<file path="src/rtl/fifo_ctrl_if.sv">
// Handshake/status bundle between a FIFO requester and the fifo_ctrl pointer controller.
interface fifo_ctrl_if #(
  parameter int mem_depth = 32,
  parameter int AF_LEVEL  = 28
);
  localparam int AW = $clog2(mem_depth);

  logic          push;
  logic          pop;
  logic          wren;
  logic [AW-1:0] wraddress;
  logic          rden;
  logic [AW-1:0] rdaddress;
  logic          rd_valid;
  logic          full;
  logic          empty;
  logic          almost_full;
  logic [AW:0]   count;
  logic          overflow;
  logic          underflow;

  modport master (
    output push, pop,
    input  wren, wraddress, rden, rdaddress, rd_valid,
    input  full, empty, almost_full, count, overflow, underflow
  );

  modport slave (
    input  push, pop,
    output wren, wraddress, rden, rdaddress, rd_valid,
    output full, empty, almost_full, count, overflow, underflow
  );
endinterface

</file>
<file path="src/rtl/fifo_ctrl.sv">
// Pointer/flag controller turning a registered-output dual-port RAM into a synchronous FIFO.
// Read latency 1 cycle (rd_valid aligned with RAM data_out); requests are rejected, not stalled, at full/empty.
module fifo_ctrl #(
  parameter int mem_depth = 32,
  parameter int AF_LEVEL  = 28
) (
  input  logic         clock,
  input  logic         reset,
  fifo_ctrl_if.slave   bus
);
  localparam int AW = $clog2(mem_depth);

  logic [AW:0] r_wr_ptr;
  logic [AW:0] r_rd_ptr;
  logic [AW:0] r_count;
  logic        r_rd_valid;
  logic        r_overflow;
  logic        r_underflow;

  logic        w_full;
  logic        w_empty;
  logic        w_wren;
  logic        w_rden;

  // Flags come from pointers only, so pop never reaches wren and push never reaches rden.
  assign w_empty = (r_wr_ptr == r_rd_ptr);
  assign w_full  = (r_wr_ptr[AW] != r_rd_ptr[AW]) &&
                   (r_wr_ptr[AW-1:0] == r_rd_ptr[AW-1:0]);
  assign w_wren  = bus.push && !w_full;
  assign w_rden  = bus.pop && !w_empty;

  assign bus.wren        = w_wren;
  assign bus.rden        = w_rden;
  assign bus.wraddress   = r_wr_ptr[AW-1:0];
  assign bus.rdaddress   = r_rd_ptr[AW-1:0];
  assign bus.full        = w_full;
  assign bus.empty       = w_empty;
  assign bus.count       = r_count;
  assign bus.almost_full = (r_count >= (AW+1)'(AF_LEVEL));
  assign bus.rd_valid    = r_rd_valid;
  assign bus.overflow    = r_overflow;
  assign bus.underflow   = r_underflow;

  always_ff @(posedge clock or posedge reset) begin
    if (reset) begin
      r_wr_ptr <= '0;
      r_rd_ptr <= '0;
    end else begin
      if (w_wren) r_wr_ptr <= r_wr_ptr + 1'b1;
      if (w_rden) r_rd_ptr <= r_rd_ptr + 1'b1;
    end
  end

  always_ff @(posedge clock or posedge reset) begin
    if (reset) begin
      r_count <= '0;
    end else begin
      case ({w_wren, w_rden})
        2'b10:   r_count <= r_count + 1'b1;
        2'b01:   r_count <= r_count - 1'b1;
        default: r_count <= r_count;
      endcase
    end
  end

  always_ff @(posedge clock or posedge reset) begin
    if (reset) begin
      r_rd_valid  <= 1'b0;
      r_overflow  <= 1'b0;
      r_underflow <= 1'b0;
    end else begin
      r_rd_valid  <= w_rden;
      r_overflow  <= bus.push && w_full;
      r_underflow <= bus.pop && w_empty;
    end
  end

  a_count_matches_ptrs: assert property (@(posedge clock) disable iff (reset)
    r_count == (r_wr_ptr - r_rd_ptr));
  a_no_same_addr: assert property (@(posedge clock) disable iff (reset)
    !(w_wren && w_rden && (r_wr_ptr[AW-1:0] == r_rd_ptr[AW-1:0])));
endmodule

</file>
<file path="src/flat_wrapper.sv">
// flat-port wrapper written by rule: the top's interface ports become plain ports
module fifo_ctrl_flat 
#(
  parameter int mem_depth = 32,
  parameter int AF_LEVEL  = 28
)
  (clock, reset, bus_push, bus_pop, bus_wren, bus_wraddress, bus_rden, bus_rdaddress, bus_rd_valid, bus_full, bus_empty, bus_almost_full, bus_count, bus_overflow, bus_underflow);
  fifo_ctrl_if #(.mem_depth(mem_depth), .AF_LEVEL(AF_LEVEL)) bus_i ();
  input  logic clock;
  input  logic reset;
  input wire logic [$bits(bus_i.push)-1:0] bus_push;
  input wire logic [$bits(bus_i.pop)-1:0] bus_pop;
  output wire logic [$bits(bus_i.wren)-1:0] bus_wren;
  output wire logic [$bits(bus_i.wraddress)-1:0] bus_wraddress;
  output wire logic [$bits(bus_i.rden)-1:0] bus_rden;
  output wire logic [$bits(bus_i.rdaddress)-1:0] bus_rdaddress;
  output wire logic [$bits(bus_i.rd_valid)-1:0] bus_rd_valid;
  output wire logic [$bits(bus_i.full)-1:0] bus_full;
  output wire logic [$bits(bus_i.empty)-1:0] bus_empty;
  output wire logic [$bits(bus_i.almost_full)-1:0] bus_almost_full;
  output wire logic [$bits(bus_i.count)-1:0] bus_count;
  output wire logic [$bits(bus_i.overflow)-1:0] bus_overflow;
  output wire logic [$bits(bus_i.underflow)-1:0] bus_underflow;
  assign bus_i.push = bus_push;
  assign bus_i.pop = bus_pop;
  assign bus_wren = bus_i.wren;
  assign bus_wraddress = bus_i.wraddress;
  assign bus_rden = bus_i.rden;
  assign bus_rdaddress = bus_i.rdaddress;
  assign bus_rd_valid = bus_i.rd_valid;
  assign bus_full = bus_i.full;
  assign bus_empty = bus_i.empty;
  assign bus_almost_full = bus_i.almost_full;
  assign bus_count = bus_i.count;
  assign bus_overflow = bus_i.overflow;
  assign bus_underflow = bus_i.underflow;
  fifo_ctrl #(.mem_depth(mem_depth), .AF_LEVEL(AF_LEVEL)) u_core (.clock(clock), .reset(reset), .bus(bus_i));
endmodule
</file>
<file path="config.mk">
export PLATFORM = sky130hd
export DESIGN_NAME = fifo_ctrl_flat
export DESIGN_NICKNAME = d
export VERILOG_FILES = /design/src/rtl/fifo_ctrl_if.sv /design/src/rtl/fifo_ctrl.sv /design/src/flat_wrapper.sv
export SDC_FILE = /design/constraint.sdc
export NUM_CORES = 1
export LEC_CHECK = 0
export ABC_CLOCK_PERIOD_IN_PS = 3350
export BUFFER_PORTS_ARGS = -buffer_cell sky130_fd_sc_hd__buf_2
export CAP_MARGIN = 5
export CORE_MARGIN = 5
export CORE_UTILIZATION = 50
export CTS_CLUSTER_SIZE = 14
export DETAILED_ROUTE_END_ITERATION = 7
export PLACE_DENSITY = 0.74
export RECOVER_POWER = 50
export SLEW_MARGIN = 20
export SYNTH_ARGS = -nofsm -noshare
export SYNTH_HDL_FRONTEND = slang
export SYNTH_SLANG_ARGS = --single-unit
</file>
<file path="constraint.sdc">
create_clock -name clock -period 3.35 [get_ports clock]
set_input_delay 0.335 -clock clock [delete_from_list [all_inputs] [get_ports clock]]
set_output_delay 0.335 -clock clock [all_outputs]
set_load 0.03 [all_outputs]
</file>
==> results of run 1 <==
==> Yosys cell counts, types with 3 or more instances <==
library cell	n
xor2_2	3
nand4_1	3
nand3_1	5
o21ai_0	4
xor2_1	10
nand2_1	7
buf_4	11
nor3_1	4
o21ai_1	4
inv_1	8
dfrtp_1	21
nor2_1	4
xnor2_1	6
ha_1	7
==> final timing paths <==
path                                            startpoint                               to  slack, ns  depth (start not counted)
setup reg to reg            u_core.r_wr_ptr[1]$_DFFE_PP0P_  u_core.bus.count[5]$_DFFE_PP0P_       0.30                          9
hold reg to reg            u_core.bus.count[5]$_DFFE_PP0P_  u_core.bus.count[5]$_DFFE_PP0P_       0.52                          1
setup / recovery            u_core.r_wr_ptr[1]$_DFFE_PP0P_  u_core.bus.count[5]$_DFFE_PP0P_       0.30                          9
min in group clock                                bus_push    u_core.bus.overflow$_DFF_PP0_       0.33                          2
hold / removal                                       reset   u_core.r_wr_ptr[2]$_DFFE_PP0P_       0.17                          2
max in group asynchronous                            reset   u_core.r_rd_ptr[1]$_DFFE_PP0P_       2.66                          2
==> layer usage <==
layer	global-route usage	wire (um)	vias to the layer above
li1	-	-	489
met1	0.2005	1234	492
met2	0.2345	1294	25
met3	0.03058	120	4
met4	0.04509	29	0
met5	0	0	-
==> state kept, by name, summed over array words and instances (netlist names) <==
name / flops
u_core.bus.count: 6
u_core.bus.underflow: 1
u_core.r_rd_ptr: 6
u_core.bus.overflow: 1
u_core.r_wr_ptr: 6
u_core.bus.rd_valid: 1
==> cell families (layout without fill, tap and decap cells) <==
logic type | after synthesis | count (layout) | share of synthesized area
mux | 3 | 3 | 0.02893
fa+ha+maj | 8 | 8 | 0.07776
simple gates | 33 | 33 | 0.1375
buf+inv | 20 | 40 | 0.08499
flops | 21 | 21 | 0.3797
xor+xnor | 19 | 19 | 0.1365
compound gates | 26 | 26 | 0.1546
==> metrics by stage <==
step	worst slack, ns	instance area, sq um	instances	hold WS, ns	util
after floorplan	0.5301	1384	130	0.3115	-
after global placement	0.4574	1478	177	0.4976	0.5452
after detailed placement	0.3360	1478	177	0.5050	0.5452
after CTS	0.2974	1504	181	0.2102	0.5549
after global routing	0.05386	1489	181	0.2428	0.5494
final	0.2968	1489	181	0.1740	0.5494
==> cell usage in the layout, fill, tap and decap left out, drive strengths merged, types with 2 or more instances in the layout <==
cell	count
buf	16
nand2	7
dfrtp	21
nor3	5
o31ai	2
mux2	2
a31o	2
a21oi	3
nor2	4
inv	8
xor2	13
xnor2	6
nor4b	2
nand4	3
ha	7
a31oi	2
o21ai	8
a211oi	3
clkbuf	16
nand3	5
==> worst register-to-register path, stage by stage (launching register included) <==
cell and delay [ns]:
dfrtp_1 0.49, xor2_2 0.23, or2_4 0.30, o31ai_4 0.27
ha_1 0.37, ha_1 0.31, a211oi_1 0.32, nor4bb_1 0.11
a2111o_1 0.41, xor2_1 0.15
==> area by class of cell <==
| class | instances | area (sq um) |
|---|---|---|
| inverters | 8 | 30.03 |
| clock buffers | 4 | 26.28 |
| well taps | 31 | 38.79 |
| multi-input cells | 89 | 740.7 |
| flip-flops and latches | 21 | 525.5 |
| repair buffers | 28 | 127.6 |
| fillers | 267 | 1221 |
==> impl_metrics.ini, run 1 <==
[status]
status = complete, no violations

[timing]
rsz0062_at_grt = false
slew-limit-headroom = 0.4416
timing.clock.skew_ns = 0.007282
max_freq_mhz = 327.5
final-setup-viol-count = 0
slew_violations = 0
fin_crit_ns = 3.053
setup-tns-final_ns = 0
hold_viol = 0
post-route-period-util = 0.9114
tightest_slew_ns = 0.8367

[placement]
gp_congestion = 0.7898
hpwl_um = 2051
port_buffers = 27

[worst_setup_path]
critPathKind = reg2reg
worstPathArrival_ns = 3.26
critPathSlowestCell = dfrtp_1
start_kind = register
crit_buf_inv = 0
crit_chain = xor2_2 -> or2_4 -> o31ai_4 -> ha_1 -> ha_1 -> a211oi_1 -> nor4bb_1 -> a2111o_1 -> xor2_1
slowest_delay_ns = 0.49
cp_top_family = compound AO/OA/AOI/OAI gates
crit_top_cell = ha_1
cp.required_ns = 3.56
path_max_fanout = 8
cp-end-kind = register

[synthesis]
syn-num-nets = 142
synth_top_area_frac = 0.3797
async_flop_share = 1.000
synth_area_leaders = dfrtp_1 38%, ha_1 6.3%, xor2_1 6.3%, buf_4 6.0%, xnor2_1 3.8%
ys.flop_type = dfrtp_1
synth_cell_type_count = 42
netlist_area_sq_um = 1384
synth_seq_area_share = 0.3797
ys.warnings.count = 0
synth_top_cell_by_area = dfrtp_1
syn_inst = 130
synth_seq_cells = 21
syn-mean-instance-area_sq_um = 10.64
synth-edff-count = 0

[layout]
num_antenna_cells = 0
drive_gt1_frac = 0.2133
syn_to_final_growth_pct = 7.595
fin_nets = 163

[route]
drtIter0Drc = 26
drt_first_pass_iters = 4
avgRoutedWirePerCell_um = 14.80
drc = 0
ant_nets = 0
vias = 1010
via_per_inst = 5.580
wirelength_um = 2678

[grt]
antenna_found_initial = 0
grt_max_degree = 22
grt_pass1_vias = 1034
gr-usage-all-layers = 0.1475
grt_pass1_wl_um = 4802
overflow = 0

[floorplan]
die_width_um = 62.61
die-area_sq_um = 3920
initial_utilization = 0.5106
ios = 28
fp.dieH_um = 62.61
core_area_sq_um = 2710
rows = 19

[clocking]
cts_buffers = 3
cts_tree = yes
cts_resized = 0
clk_latency_ns = 0.30
cts_setup_buffers = 0
cts_buffer_depth = 2
cts_root_buf = clkbuf_4
cts_hold_buf = 0
cts.sinks = 21
h-tree-depth = 1
clk_pin_slew_ns = 0.13

[flow_run]
maxCapViolations = 0

[min_path]
hold_path_class = in2async
Power of run 1 is left out: the tool's default activity adds up to more than one toggle a clock period on the data nets, which glitch-free logic cannot reach.
==> inputs of run 2 (changes only) <==
--- a/config.mk
+++ b/config.mk
@@ -5,14 +5,13 @@
 export SDC_FILE = /design/constraint.sdc
 export NUM_CORES = 1
 export LEC_CHECK = 0
-export ABC_CLOCK_PERIOD_IN_PS = 3350
-export BUFFER_PORTS_ARGS = -buffer_cell sky130_fd_sc_hd__buf_2
+export ABC_CLOCK_PERIOD_IN_PS = 3070
 export CAP_MARGIN = 5
 export CORE_MARGIN = 5
 export CORE_UTILIZATION = 50
 export CTS_CLUSTER_SIZE = 14
 export DETAILED_ROUTE_END_ITERATION = 7
-export PLACE_DENSITY = 0.74
+export DONT_BUFFER_PORTS = 1
 export RECOVER_POWER = 50
 export SLEW_MARGIN = 20
 export SYNTH_ARGS = -nofsm -noshare
==> constraint.sdc (replaced) <==
create_clock -name clock -period 3.07 [get_ports clock]
set_input_delay 0.307 -clock clock [delete_from_list [all_inputs] [get_ports clock]]
set_output_delay 0.307 -clock clock [all_outputs]
set_load 0.03 [all_outputs]
==> run 2 against run 1 <==
  * Via count fell by 5.5%
  * Register-to-register slack barely moved
  * Worst setup slack improved by 0.0023 ns
  * Worst hold slack got worse by 0.14 ns
  * Critical path depth unchanged
  * Die area is the same
  * Utilization decreased by 1.2 points
  * Critical endpoint unchanged
==> impl_metrics.ini, run 2 (same netlist as run 1, synthesis figures left out) <==
[route]
vias = 954
drc = 0
via_per_inst = 5.679
drt_first_pass_iters = 4
avgRoutedWirePerCell_um = 16.79
met3_length_um = 121
drt-met1-wl_um = 1167
routed.top_layer = met4
wirelength_um = 2821
drtIter0Drc = 31
ant_nets = 0
routed-wl-met2_um = 1488

[clocking]
cts_hold_buf = 0
h-tree-depth = 1
cts_setup_buffers = 0
clk_latency_ns = 0.30
cts_buffer_depth = 2
cts_tree = yes
cts.sinks = 21
cts_buffers = 3
clk_pin_slew_ns = 0.12
cts_root_buf = clkbuf_4

[floorplan]
fp.dieH_um = 62.61
rows = 19
initial_utilization = 0.5106
core_area_sq_um = 2710
ios = 28
die_width_um = 62.61
die-area_sq_um = 3920

[timing]
timing.clock.skew_ns = 0.006881
max_freq_mhz = 360.9
tightest_slew_ns = 0.8123
hold_viol = 0
fin_crit_ns = 2.771
rsz0062_at_grt = false
slew_violations = 0
post-route-period-util = 0.9026
fin_hold_ws_ns = 0.03073
setup-tns-final_ns = 0
slew-limit-headroom = 0.4579
final-setup-viol-count = 0

[worst_setup_path]
path_max_fanout = 8
worstPathArrival_ns = 2.95
slowest_delay_ns = 0.42
start_kind = register
cp-end-kind = register
critPathKind = reg2reg
critPathSlowestCell = dfrtp_1
cp.required_ns = 3.25
crit_chain = xnor2_1 -> nand3_1 -> o31ai_4 -> ha_2 -> ha_1 -> a211oi_1 -> nor4bb_1 -> a2111o_1 -> xor2_1

[flow_run]
maxCapViolations = 0

[grt]
gr-usage-all-layers = 0.1545
antenna_found_initial = 0
grt_pass1_vias = 1036
grt_max_degree = 22
grt_pass1_wl_um = 4954
overflow = 0

[placement]
port_buffers = 0
gp_congestion = 0.8976
hpwl_um = 2258

[status]
status = complete, no violations

[layout]
regArea_sq_um = 525.5
fill_cells = 273
drive_gt1_frac = 0.1971
final_common_cell = dfrtp_1
final_cell_mix = 21 x dfrtp_1, 10 x xor2_1, 10 x buf_4
fin_nets = 150
syn_to_final_growth_pct = 5.335
num_antenna_cells = 0
multi_input_area_sq_um = 743.2

[min_path]
hold_path_class = in2async
[run 2: changes by cell type in the layout (fill, tap and decap cells not counted)]
cell,before,now
clkbuf_1,13,6
ha_2,0,1
buf_2,15,0
buf_4,1,10
ha_1,7,6
[run 2: critical path, delay by kind of cell, from the launching register on]
family / cells / cell delay [ns]
adder cells (fa/ha/maj): 2 / 0.57
XOR/XNOR: 2 / 0.35
AND/OR/NAND/NOR: 2 / 0.33
AO/OA/AOI/OAI: 3 / 0.99
flip-flops: 1 / 0.42
[run 2: repair_timing]
| action | 4_1_cts | 5_1_grt |
|---|---|---|
| endpoints found under the hold margin | 0 | 0 |
| resized for setup | 0 | 1 |
| endpoints found under the setup margin | 0 | 1 |
[run 2: worst paths after layout]
check                                          startpoint                         endpoint  slack (ns)  cells after the start
setup / recovery           u_core.r_wr_ptr[3]$_DFFE_PP0P_  u_core.bus.count[5]$_DFFE_PP0P_        0.30                      9
setup reg to reg           u_core.r_wr_ptr[3]$_DFFE_PP0P_  u_core.bus.count[5]$_DFFE_PP0P_        0.30                      9
hold / removal                                      reset  u_core.bus.count[2]$_DFFE_PP0P_        0.03                      1
hold reg to reg            u_core.r_wr_ptr[5]$_DFFE_PP0P_   u_core.r_rd_ptr[5]$_DFFE_PP0P_        0.68                      2
min in group clock                               bus_push    u_core.bus.overflow$_DFF_PP0_        0.14                      1
max in group asynchronous                           reset  u_core.bus.count[5]$_DFFE_PP0P_        2.53                      1
[run 2: final cells by class]
| type | instances | area share |
|---|---|---|
| inverter | 8 | 0.02060 |
| timing repair buffer | 15 | 0.06438 |
| tap | 31 | 0.02661 |
| multi-input combinational | 89 | 0.5099 |
| clock buffer | 4 | 0.01803 |
| sequential | 21 | 0.3605 |
[run 2: per-layer routing]
layer / track usage / up-vias
met5: 0 / -
met2: 0.2850 / 23
met1: 0.1753 / 467
li1: - / 460
met4: 0.05570 / 0
met3: 0.02698 / 4
[run 2: metrics by stage]
stage                 util  instances  worst slack (ns)  instance area [sq um]
global route        0.5379        168           0.08516                   1458
detailed placement  0.5342        164            0.2211                   1448
global placement    0.5342        164            0.2994                   1448
CTS                 0.5439        168            0.2032                   1474
floorplan                -        130            0.2501                   1384
finish              0.5379        168            0.2991                   1458
Power of run 2 is left out for the same reason.
